[src/rtl/hamming_dec_ctrl.sv]
// hamming_dec_ctrl: reads 16-bit SECDED codewords from memory, corrects single errors
// and writes back 11 data bits plus a 2-bit error flag. Four cycles per codeword.
// Latency: ack is raised 4*NWORDS edges after req is accepted in IDLE.
// Flow: level req starts a run. ack holds in DONE until req drops. No backpressure from memory.
// Optional build macro HAM_ERR_CNT_EN adds saturating single/double error counters.
module hamming_dec_ctrl #(
  parameter int AW       = 8,
  parameter int SRC_BASE = 64,
  parameter int DST_BASE = 94,
  parameter int NWORDS   = 15
) (
  input  logic          clk,
  input  logic          reset,
  input  logic          req,
  output logic          ack,
  output logic [AW-1:0] raddr,
  input  logic [7:0]    rdata,
  output logic [AW-1:0] waddr,
  output logic          write_en,
  output logic [7:0]    wdata
`ifdef HAM_ERR_CNT_EN
  ,
  output logic [7:0]    single_cnt,
  output logic [7:0]    double_cnt
`endif
);

  typedef enum logic [2:0] {
    IDLE  = 3'd0,
    RD_LO = 3'd1,
    RD_HI = 3'd2,
    WR_LO = 3'd3,
    WR_HI = 3'd4,
    DONE  = 3'd5
  } state_t;

  state_t          state;
  state_t          next_state;
  logic [6:0]      index;
  logic [7:0]      lo_q;
  logic [7:0]      hi_q;
  logic            last;
  logic [AW-1:0]   word_off;

  logic [15:0]     cw;
  logic [15:0]     fixed;
  logic [3:0]      syn;
  logic            par;
  logic [1:0]      flag;
  logic [7:0]      out_lo;
  logic [7:0]      out_hi;

  assign last     = (index == 7'(NWORDS - 1));
  // Each codeword occupies two bytes; the offset wraps with the address width.
  assign word_off = AW'({index, 1'b0});

  // Decode the captured codeword: syndrome, overall parity, correction, output packing.
  always_comb begin
    cw   = {hi_q, lo_q};
    syn  = 4'd0;
    for (int i = 1; i < 16; i++) begin
      if (cw[i]) syn = syn ^ 4'(i);
    end
    par   = ^cw;
    fixed = cw;
    flag  = 2'b00;
    if (par) begin
      // Odd parity: a single flip at the syndrome position (0 means p0 itself).
      fixed[syn] = ~cw[syn];
      flag       = 2'b01;
    end else if (syn != 4'd0) begin
      // Even parity with a nonzero syndrome: uncorrectable, pass data through raw.
      flag = 2'b10;
    end
    out_lo = {fixed[12:9], fixed[7:5], fixed[3]};
    out_hi = {flag, 3'b000, fixed[15:13]};
  end

  // State register.
  always_ff @(posedge clk) begin
    if (reset) state <= IDLE;
    else       state <= next_state;
  end

  // Next-state and Moore outputs; all memory strobes are idle outside the active states.
  always_comb begin
    next_state = state;
    ack        = 1'b0;
    raddr      = '0;
    waddr      = '0;
    write_en   = 1'b0;
    wdata      = 8'h00;
    case (state)
      IDLE: begin
        if (req) next_state = RD_LO;
      end
      RD_LO: begin
        raddr      = AW'(SRC_BASE) + word_off;
        next_state = RD_HI;
      end
      RD_HI: begin
        raddr      = AW'(SRC_BASE) + word_off + AW'(1);
        next_state = WR_LO;
      end
      WR_LO: begin
        write_en   = 1'b1;
        waddr      = AW'(DST_BASE) + word_off;
        wdata      = out_lo;
        next_state = WR_HI;
      end
      WR_HI: begin
        write_en   = 1'b1;
        waddr      = AW'(DST_BASE) + word_off + AW'(1);
        wdata      = out_hi;
        next_state = last ? DONE : RD_LO;
      end
      DONE: begin
        ack = 1'b1;
        if (!req) next_state = IDLE;
      end
      default: next_state = IDLE;
    endcase
  end

  // Capture registers and word index; index is parked at zero outside a run.
  always_ff @(posedge clk) begin
    if (reset) begin
      index <= 7'd0;
      lo_q  <= 8'h00;
      hi_q  <= 8'h00;
    end else begin
      case (state)
        IDLE:    index <= 7'd0;
        RD_LO:   lo_q  <= rdata;
        RD_HI:   hi_q  <= rdata;
        WR_HI:   if (!last) index <= index + 7'd1;
        DONE:    index <= 7'd0;
        default: ;
      endcase
    end
  end

`ifdef HAM_ERR_CNT_EN
  // Per-run saturating error counters, cleared when a run starts and held through DONE.
  always_ff @(posedge clk) begin
    if (reset) begin
      single_cnt <= 8'd0;
      double_cnt <= 8'd0;
    end else if (state == IDLE && req) begin
      single_cnt <= 8'd0;
      double_cnt <= 8'd0;
    end else if (state == WR_HI) begin
      if (flag == 2'b01 && single_cnt != 8'hFF) single_cnt <= single_cnt + 8'd1;
      if (flag == 2'b10 && double_cnt != 8'hFF) double_cnt <= double_cnt + 8'd1;
    end
  end
`endif

endmodule

[config.mk]
export PLATFORM = sky130hd
export DESIGN_NAME = hamming_dec_ctrl
export DESIGN_NICKNAME = d
export VERILOG_FILES = /design/src/rtl/hamming_dec_ctrl.sv
export SDC_FILE = /design/constraint.sdc
export NUM_CORES = 1
export LEC_CHECK = 0
export BUFFER_PORTS_ARGS = -buffer_cell sky130_fd_sc_hd__buf_4
export CORE_ASPECT_RATIO = 2
export CORE_MARGIN = 5
export CORE_UTILIZATION = 45
export CTS_CLUSTER_DIAMETER = 80
export DETAILED_ROUTE_END_ITERATION = 8
export PLACE_DENSITY_LB_ADDON = 0.08
export SYNTH_ARGS = -nofsm -noshare
export SYNTH_HDL_FRONTEND = slang
export SYNTH_SLANG_ARGS = --single-unit
[constraint.sdc]
create_clock -name clk -period 2.8 [get_ports clk]
set_input_delay 0.56 -clock clk [delete_from_list [all_inputs] [get_ports clk]]
set_output_delay 0.56 -clock clk [all_outputs]
set_load 0.01 [all_outputs]
# --- Word level (Yosys, flattened, before mapping) ---
# Cells that the tools add are included.
word_totals:
  reg_bits: 26
  in_bits: 11
  output_inout_bits: 26
  wordCells: 78
op_classes:
  addsub: 5
  order_cmp: 2
  n_eq_ne: 9
  muxes: 34
  n_bitwise: 15
  reduce_logical: 9
op_table:
  columns: ["op", "n"]
  rows:
  - ["$pmux 8 s2", 3]
  - ["$mux 4", 8]
  - ["$mux 3", 7]
  - ["$pmux 3 s6", 1]
  - ["$add 7x8->8 const A", 2]
  - ["$add 8x1->8 const B", 2]
  - ["$bwmux 16", 1]
  - ["$mux 16", 1]
  - ["$reduce_xor 16->1", 1]
  - ["$pmux 7 s2", 1]
  - ["$not 2->2", 6]
  - ["$not 3->3", 4]
  - ["$mux 2", 4]
  - ["$add 7x1->7 const B", 1]
  - ["$eq 7x4->1 const B", 1]
  - ["$mux 7", 1]
  - ["$eq 3x2->1 const B", 2]
  - ["$eq 3x3->1 const B", 2]
  - ["$ne 2x2->1 const B", 3]
  - ["$lt 4x5->1 const B", 1]
  - ["$mux 1", 5]
  - ["$bmux 1 s4", 1]
  - ["$demux 1 s4", 1]
  - ["$ge 4x1->1 const B", 1]
  - ["other kinds (10)", 14]

# --- Depth between registers and ports, before layout ---
# Gate-level depths: netlist of run 1.
depth:
  word_depth: 33
  mapped_depth: 9
  mapped_depth_nobuf: 8

# --- Worst setup path after synthesis of run 1 ---
# OpenSTA, ideal clock, no wires.
synth_timing:
  path_type: "flip-flop to output port"
  start: "reg hi_q[3]"
  end: "out wdata[6]"
  t_arrival_ns: 2.595
  required_time_ns: 2.240
  setup_slack_ns: -0.355
  stages_incl_launch_ff: 10
  path_buffers: 1
  path_cell_list: "dfxtp_1 > xnor3_1 > xnor3_2 > xnor2_2 > buf_6 > mux2i_1 > mux2i_1 > a211oi_4 > nand2_2 > o31ai_2"
synth_between:
  elab_chain_len: 16
  word_cells_on_any_way: 22
  cone_classes: "2 x order compare; 13 x mux; 5 x bitwise; 2 x reduce/logical"
synth_lines:
  columns: ["element", "line_no", "text"]
  rows:
  - ["start: declaration", "41", "logic [7:0] hi_q;"]
  - ["start signal: assignment", "135", "RD_HI: hi_q <= rdata;"]
  - ["$mux 4", "62", "if (cw[i]) syn = syn ^ 4'(i);"]
  - ["$not 2->2 (no source line)", null, null]
  - ["$mux 4", "62", null]
  - ["$not 3->3 (no source line)", null, null]
  - ["$mux 4", "62", null]
  - ["$not 3->3 (no source line)", null, null]
  - ["$mux 4", "62", null]
  - ["$not 4->4 (no source line)", null, null]
  - ["$mux 4", "62", null]
  - ["$lt 4x5->1 (implied by the code) / $ge 4x1->1 (equally long branches)", "69", "fixed[syn] = ~cw[syn];"]
  - ["$logic_and 1x1->1 (implied by the code)", "69", null]
  - ["$mux 1 (implied by the code)", "69", null]
  - ["$demux 1 s4", "69", null]
  - ["$bwmux 16", "69", null]
  - ["$mux 16", "67", "if (par) begin"]
  - ["$pmux 8 s2 *", "93", "case (state)"]
  - ["end: declaration", "20", "output logic [7:0] wdata"]
# Mark *: on every way between the ends. The rest lies on a longest branch, timed or not. The select of a mux whose other input is x is not followed.

# --- Final worst setup path of run 1 ---
layout_timing:
  start: "reg lo_q[1]"
  end: "out wdata[3]"
layout_between:
  elab_chain_len: 29
  word_cells_on_any_way: 34
  cone_classes: "2 x order compare; 22 x mux; 8 x bitwise; 2 x reduce/logical"
layout_lines:
  columns: ["element", "line_no", "text"]
  rows:
  - ["start: declaration", "40", "logic [7:0] lo_q;"]
  - ["start signal: assignment", "134", "RD_LO: lo_q <= rdata;"]
  - ["$mux 1", "62", null]
  - ["$mux 2", "62", null]
  - ["$not 2->2 (no source line)", null, null]
  - ["$mux 2", "62", null]
  - ["$mux 3", "62", null]
  - ["$not 2->2 (no source line)", null, null]
  - ["$mux 3 (2 in series)", "62", null]
  - ["$not 3->3 (no source line)", null, null]
  - ["[... 12 more ...]", null, null]
  - ["$mux 4", "62", null]
  - ["$lt 4x5->1 (implied by the code) / $ge 4x1->1 (equally long branches)", "69", null]
  - ["$logic_and 1x1->1 (implied by the code)", "69", null]
  - ["$mux 1 (implied by the code)", "69", null]
  - ["$demux 1 s4", "69", null]
  - ["$bwmux 16", "69", null]
  - ["$mux 16 *", "67", null]
  - ["$pmux 8 s2 *", "93", null]
# Marked as above.

==> results of run 1 <==
kinds of logic (layout without fill, tap and decap cells):
group,count (synthesis),after routing,synth area share (%)
AO/OA/AOI/OAI,55,55,18.2
flip-flops,26,26,26.0
multiplexers,16,16,8.12
XOR/XNOR,36,36,17.9
AND/OR/NAND/NOR,104,104,23.9
buffers and inverters,19,101,4.00
adder cells (fa/ha/maj),3,3,1.88
what timing repair did:
item	CTS	global route
setup endpoints to repair	8	8
pin swaps	2	6
gates cloned	0	1
buffers inserted	1	2
gates resized for setup	5	14
worst paths after layout:
kind,from,to,cells past startpoint
min reg2reg,lo_q[0]$_SDFFE_PP0N_,lo_q[0]$_SDFFE_PP0N_,2
max,lo_q[1]$_SDFFE_PP0N_,wdata[3],11
min,rdata[4],lo_q[4]$_SDFFE_PP0N_,3
max reg2reg,index[0]$_SDFFE_PP0P_,index[6]$_SDFFE_PP0P_,9
cells in the final DEF (no fill, tap or decap), types with 5 or more instances in the layout:
cell type  count
nor2_1        41
nor2b_1        7
xor2_1        11
dfxtp_1       21
o21ai_0        9
a21oi_1       13
nand4_1        5
a31oi_1        5
mux2i_1        9
buf_4         86
inv_1          6
xnor2_1       20
nand2_1       27
state kept, by name, indices dropped and copies added (netlist names):
signal  flops
hi_q        8
lo_q        8
state       3
index       7
cell type report:
class,instances,area (um2)
clock buffer,4,55.1
sequential,26,529
inverter,7,26.3
fill,427,1450
multi-input combinational,214,1520
tap,54,67.6
timing repair buffer,90,693
routing by layer:
| layer | wire length (um) | vias to the layer above | share of wire (%) |
|---|---|---|---|
| li1 | - | 1069 | - |
| met1 | 1980 | 1013 | 31 |
| met4 | 409 | 0 | 6.5 |
| met3 | 247 | 28 | 3.9 |
| met2 | 3690 | 68 | 58 |
| met5 | 0 | - | 0 |
where the power goes:
group	switching, uW	internal (uW)	leakage, uW
combinational	436	416	0.000943
sequential	20.5	389	0.000214
clock	111	126	0.0000288
total	568	931	0.00119
worst max-delay path: cells and delay by family, from the launching register on:
family                 cells  cell delay (ns)
XOR/XNOR                   3             0.86
buffers and inverters      3             0.49
AO/OA/AOI/OAI              2             0.41
multiplexers               2             0.37
flip-flops                 1             0.33
AND/OR/NAND/NOR            1             0.10
per-stage QoR:
| stage | std cells | instance area (um2) | setup TNS (ns) | setup slack, ns |
|---|---|---|---|---|
| finish | 395 | 2890 | -4.38 | -0.574 |
| global route | 395 | 2890 | -5.30 | -0.693 |
| CTS | 393 | 2820 | -4.27 | -0.574 |
| detailed placement | 388 | 2720 | -2.80 | -0.385 |
| global placement | 388 | 2720 | -2.41 | -0.340 |
| floorplan | 259 | 2050 | -1.72 | -0.259 |
==> flow_summary.yaml, run 1 <==
drt:
  drt-wirelength-per-cell_um: 16.0
  drt_iter0_drc: 74
  first_pass_iters: 4
  drc_errors: 0
  vias: 2178
  ant_nets: 0
  wirelength_um: 6320
  viasPerCell: 5.51
placement:
  port-buffer-count: 36
  hpwl_um: 5110
  globalplace.congestion: 0.857
finish:
  nets: 356
  drive_gt1_share_pct: 35.8
  antenna_cells: 0
  final_util_pct: 66.6
  syn_to_final_growth_pct: 44.4
critical_path:
  cp.arrival_ns: 2.81
  endpoint_kind: "output port"
  rrSetupSlack_ns: 0.55
  path_class: "reg2out"
  crit_fanout: 8
  crit_required_ns: 2.24
  critPathLaunchType: "register"
  cp_slowest_cell: "xnor3_1"
  path_cells: "xnor3_1, xnor3_2, xnor2_4, buf_12, mux2i_1, mux2i_2, a211oi_4, buf_2, nand3_1, a21oi_2, buf_4"
  cpPeakStageDelay_ns: 0.39
clock_network:
  clk_latency_ns: 0.26
  cts_buffers: 3
  cts_root_buffer: "clkbuf_8"
  clock-sinks: 26
  tritoncts: "done"
  htreeDepth: 1
  hold_buffers: 0
  clk_pin_slew_worst_paths_ns: 0.09
  clockBufferDepth: 2
status:
  status: "finished, violations left"
  violations: "negative setup slack"
global_route:
  antenna_found_initial: 0
  grt_util_met1_pct: 18.5
  grt.busiest_layer: "met2"
  globalRouteMet3Util_pct: 2.24
  grt_pass1_wl_um: 10000
  use_met2_pct: 42.5
  grt_start_max_net_pins: 21
  overflow: 0
  grt_pass1_vias: 2180
  grt_util_all_layers_pct: 21.3
yosys:
  yosysMostFrequentCell: "nor2_1"
  async_reset_ff_share_pct: 0
  synth_cell_types: 47
  ys_ff_latch: 26
  seq_area_frac_synth_pct: 26.0
  synth_commonest_cells: "nor2_1, nand2_1, dfxtp_1"
  ys.flop_type: "dfxtp_1"
  syn_nets: 273
  synth-warning-count: 0
  avgSynthCellArea_um2: 7.73
  synth-edff-count: 0
  syn_inst: 259
  synth_top_cell_by_area: "dfxtp_1"
  synth_area_mm2: 0.00200
  ys_top_cells_by_area: "dfxtp_1, xnor2_1, nor2_1, mux2i_1, xor2_1"
  yosys.area.top_type_share_pct: 26.0
die:
  io_pins: 37
  core_mm2: 0.00434
  core.rowCount: 34
  die_h_um: 104
  die_w_um: 57.2
  start_util_pct: 46.1
  die-area_mm2: 0.00596
pwr:
  power_density_mw_per_mm2: 518
  peakVddDrop_mv: 0.386
  power_uw: 1500
  p_leak_uw: 0.00119
timing:
  post-route-min-period_ns: 3.37
  whs_ns: 0.537
  setup_slack_ns: -0.574
  rsz0062_at_grt: "yes"
  tightest_slew_ns: 0.616
  slew_violations: 0
  finalCritPeriodShare_pct: 120
  hold_viol: 0
  skew_ns: 0.00278
  relSlewSlack_pct: 58.8
  timing.fmax_ghz: 0.296
  setup_viol: 8
run:
  maxCapViolations: 0
hold_path:
  hp-class: "in2reg"
No activity file was read; power rests on OpenSTA's default activity.
==> run 2: changes to the inputs <==
- RECOVER_POWER: unset -> 50
==> flow_summary.yaml, run 2 (same netlist as run 1, synthesis figures left out) <==
global_route:
  grt_start_max_net_pins: 21
  grt.busiest_layer: "met2"
  globalRouteMet3Util_pct: 2.24
  grt_pass1_wl_um: 10000
  grt_pass1_vias: 2180
  grt_util_all_layers_pct: 21.3
  use_met2_pct: 42.5
  grt_util_met1_pct: 18.5
  antenna_found_initial: 0
  overflow: 0
finish:
  fillers: 431
  final_common_cell: "buf_4"
  antenna_cells: 0
  final_cell_mix: "buf_4, nor2_1, nand2_1"
  syn_to_final_growth_pct: 43.7
  final_util_pct: 66.3
  reg_top3: "hi_q (8), lo_q (8), index (7)"
  nets: 356
  drive_gt1_share_pct: 34.6
  fin_cells: 395
run:
  maxCapViolations: 0
placement:
  globalplace.congestion: 0.857
  dp.cells: 388
  hpwl_um: 5110
  port-buffer-count: 36
hold_path:
  hp-class: "in2reg"
  min_path_cells: 3
pwr:
  power_density_mw_per_mm2: 520
  p_leak_uw: 0.00117
  peakVddDrop_mv: 0.383
die:
  die_w_um: 57.2
  core_mm2: 0.00434
  core.rowCount: 34
  die_h_um: 104
  io_pins: 37
  die-area_mm2: 0.00596
  start_util_pct: 46.1
critical_path:
  path_class: "reg2out"
  path_cells: "xnor3_1, xnor3_2, xnor2_4, buf_12, mux2i_4, mux2i_2, a211oi_4, buf_2, nand3_1, a21oi_2, buf_4"
  critPathLaunchType: "register"
  cpPeakStageDelay_ns: 0.39
  crit_required_ns: 2.24
  r2r_cells: 9
  crit_fanout: 8
  cp_slowest_cell: "xnor3_1"
  cp.arrival_ns: 2.82
  endpoint_kind: "output port"
drt:
  ant_nets: 0
  drt_iter0_drc: 67
  drt-wirelength-per-cell_um: 16.0
  wirelength_um: 6330
  drc_errors: 0
  first_pass_iters: 4
  viasPerCell: 5.53
  vias: 2184
timing:
  finalCritPeriodShare_pct: 121
  hold_viol: 0
  skew_ns: 0.00182
  post-route-min-period_ns: 3.38
  whs_ns: 0.537
  relSlewSlack_pct: 57.9
  slew_violations: 0
  fin_setup_tns_ns: -4.38
  tightest_slew_ns: 0.631
  setup_viol: 8
  timing.fmax_ghz: 0.296
  rsz0062_at_grt: "yes"
  setup_slack_ns: -0.576
clock_network:
  clk_latency_ns: 0.26
  tritoncts: "done"
  cts_buffers: 3
  clk_pin_slew_worst_paths_ns: 0.08
  hold_buffers: 0
  clockBufferDepth: 2
  htreeDepth: 1
  cts_root_buffer: "clkbuf_8"
  clock-sinks: 26
status:
  status: "finished, violations left"
  violations: "negative setup slack"
-- run 2: where the power goes --
part	total, uW	internal [uW]	switching, uW
clock	236	126	111
combinational	851	412	440
sequential	409	389	20.5
total	1500	926	571
-- run 2: cell type report --
class | count | area, um2 | share of cell area (%)
Timing Repair Buffer | 90 | 678 | 23.6
Clock buffer | 4 | 55.1 | 1.91
Tap cell | 54 | 67.6 | 2.35
Inverter | 7 | 26.3 | 0.913
Sequential cell | 26 | 529 | 18.4
Multi-Input combinational cell | 214 | 1520 | 52.8
-- run 2: through the flow --
step                instance area, um2  total power (uW)  setup WS [ns]
floorplan                         2050               863         -0.259
global placement                  2720              1170         -0.340
detailed placement                2720              1170         -0.385
CTS                               2820              1450         -0.574
global route                      2880              1580         -0.693
finish                            2880              1500         -0.576
-- run 2: what timing repair did --
action                                  4_1_cts  5_1_grt
gates resized for setup                       5       14
cloned                                        0        1
pin swaps                                     2        6
buffers inserted                              1        2
endpoints found under the setup margin        8        8
-- run 2: routing by layer --
layer | wire (um) | vias to the layer above
met5 | 0 | -
met4 | 441 | 0
met3 | 235 | 32
met2 | 3640 | 75
met1 | 2020 | 1006
li1 | - | 1071
-- run 2: final timing paths --
check / start / endpoint / slack, ns
worst max-delay path: lo_q[1]$_SDFFE_PP0N_ / wdata[3] / -0.58
worst min-delay path: rdata[4] / lo_q[4]$_SDFFE_PP0N_ / 0.54
worst max register to register: index[0]$_SDFFE_PP0P_ / index[6]$_SDFFE_PP0P_ / 0.55
worst min register to register: lo_q[0]$_SDFFE_PP0N_ / lo_q[0]$_SDFFE_PP0N_ / 0.58
-- run 2: critical path: cells and delay by family (launching register included) --
kind	cells	cell delay, ns
compound gates	2	0.41
xor+xnor	3	0.86
buf+inv	3	0.49
flops	1	0.33
mux	2	0.37
simple gates	1	0.10
==> run 3: changes to the inputs <==
- CORE_UTILIZATION: 45 -> 50
==> flow_summary.yaml, run 3 (same netlist as run 1, synthesis figures left out) <==
die:
  die_h_um: 99.5
  io_pins: 37
  start_util_pct: 51.5
  core.rowCount: 32
  die_w_um: 54.7
  die-area_mm2: 0.00545
  core_mm2: 0.00388
drt:
  met2_length_um: 3680
  wl_met3_um: 226
  viasPerCell: 5.65
  wirelength_um: 6330
  drc_errors: 0
  top_layer: "met4"
  first_pass_iters: 4
  vias: 2214
  drt_iter0_drc: 48
  met1_length_um: 2030
  drt-wirelength-per-cell_um: 16.2
  ant_nets: 0
global_route:
  grt_pass1_wl_um: 9920
  grt_util_all_layers_pct: 24.8
  grt_start_max_net_pins: 21
  grt_pass1_vias: 2167
  overflow: 0
  antenna_found_initial: 0
timing:
  timing.fmax_ghz: 0.294
  skew_ns: 0.00281
  setup_slack_ns: -0.601
  setup_viol: 8
  rsz0062_at_grt: "yes"
  hold_viol: 0
  post-route-min-period_ns: 3.40
  tightest_slew_ns: 0.639
  fin_setup_tns_ns: -4.58
  relSlewSlack_pct: 57.4
  slew_violations: 0
  finalCritPeriodShare_pct: 121
critical_path:
  crit_fanout: 5
  cp_slowest_cell: "dfxtp_1"
  cpPeakStageDelay_ns: 0.32
  path_class: "reg2out"
  path_cells: "buf_4, xnor2_1, buf_4, xnor2_1, xor2_1, buf_4, o21ai_0, o22ai_2, a211oi_4, a31oi_1, o221ai_2, buf_4"
  cp.arrival_ns: 2.84
  critPathLaunchType: "register"
  cp_common_cell: "buf_4"
  crit_required_ns: 2.24
  endpoint_kind: "output port"
clock_network:
  tritoncts: "done"
  clk_latency_ns: 0.26
  clk_pin_slew_worst_paths_ns: 0.08
  clockBufferDepth: 2
  cts_buffers: 3
  clock-sinks: 26
  htreeDepth: 1
  cts_root_buffer: "clkbuf_8"
placement:
  dpl-instance-area_mm2: 0.00270
  port-buffer-count: 36
  hpwl_um: 4910
  globalplace.congestion: 0.868
pwr:
  peakVddDrop_mv: 0.420
  power_density_mw_per_mm2: 516
  p_int_uw: 895
  power.net_switching_uw: 586
  seq_power_share_pct: 27.5
  swShare_pct: 39.6
  p_leak_uw: 0.00118
  power_frac_clock_pct: 13.8
  p_comb_share_pct: 58.7
status:
  status: "finished, violations left"
  violations: "negative setup slack"
finish:
  ff_latch_area_um2: 523
  syn_to_final_growth_pct: 43.4
  drive_gt1_share_pct: 33.1
  reg_top3: "hi_q (8), lo_q (8), index (7)"
  finalInstanceArea_mm2: 0.00287
  final_common_cell: "buf_4"
  antenna_cells: 0
  final_cell_mix: "buf_4, nor2_1, nand2_1"
  nets: 357
  fillers: 336
  multi_input_area_mm2: 0.00155
hold_path:
  hp-class: "in2reg"
run:
  maxCapViolations: 0
-- run 3: worst paths after layout --
check | startpoint | end | slack (ns) | depth (start not counted)
setup / recovery | lo_q[3]$_SDFFE_PP0N_ | wdata[0] | -0.60 | 12
hold reg to reg | index[6]$_SDFFE_PP0P_ | index[6]$_SDFFE_PP0P_ | 0.56 | 2
setup reg to reg | index[0]$_SDFFE_PP0P_ | index[6]$_SDFFE_PP0P_ | 0.44 | 9
hold / removal | rdata[2] | lo_q[2]$_SDFFE_PP0N_ | 0.54 | 3
-- run 3: area by class of cell --
type	count	share of cell area, %
clock buffers	3	1.44
inverters	7	0.915
multi-input cells	216	53.9
flip-flops and latches	26	18.2
well taps	51	2.22
repair buffers	89	23.3
-- run 3: stage by stage --
stage / utilization, % / hold slack [ns] / setup WS [ns] / instances / total power, uW
finish: 73.9 / 0.537 / -0.601 / 392 / 1480
floorplan: - / 0.461 / -0.259 / 259 / 863
global route: 73.9 / 0.543 / -0.765 / 392 / 1560
detailed placement: 69.5 / 0.558 / -0.469 / 381 / 1160
global placement: 69.5 / 0.539 / -0.411 / 381 / 1150
CTS: 73.4 / 0.539 / -0.605 / 390 / 1460
-- run 3: timing repair --
| item | 4_1_cts | 5_1_grt |
|---|---|---|
| resized for setup | 7 | 5 |
| endpoints found under the setup margin | 8 | 8 |
| hold buffers | 0 | 0 |
| cloned | 2 | 0 |
| setup buffers | 4 | 2 |
| pin swaps | 16 | 8 |
-- run 3: power groups by stage --
stage	registers, uW	logic (uW)	clock network, uW
after floorplan	414	449	0
after global placement	416	737	0
after detailed placement	416	741	0
after CTS	408	841	208
after global routing	411	922	225
final	408	870	204
-- run 3: worst max-delay path, delay by kind of cell, from the launching register on --
kind	cells	cell delay, ns
DFF	1	0.32
xor gates and xnor gates	3	0.71
buffers and inverters	4	0.66
AOI/OAI and AO/OA	5	0.87
-- run 3: metal layers --
metal	track usage, %	vias up
met3	1.95	28
met5	0	-
met4	15.0	0
met1	22.8	1031
met2	47.4	82
li1	-	1073
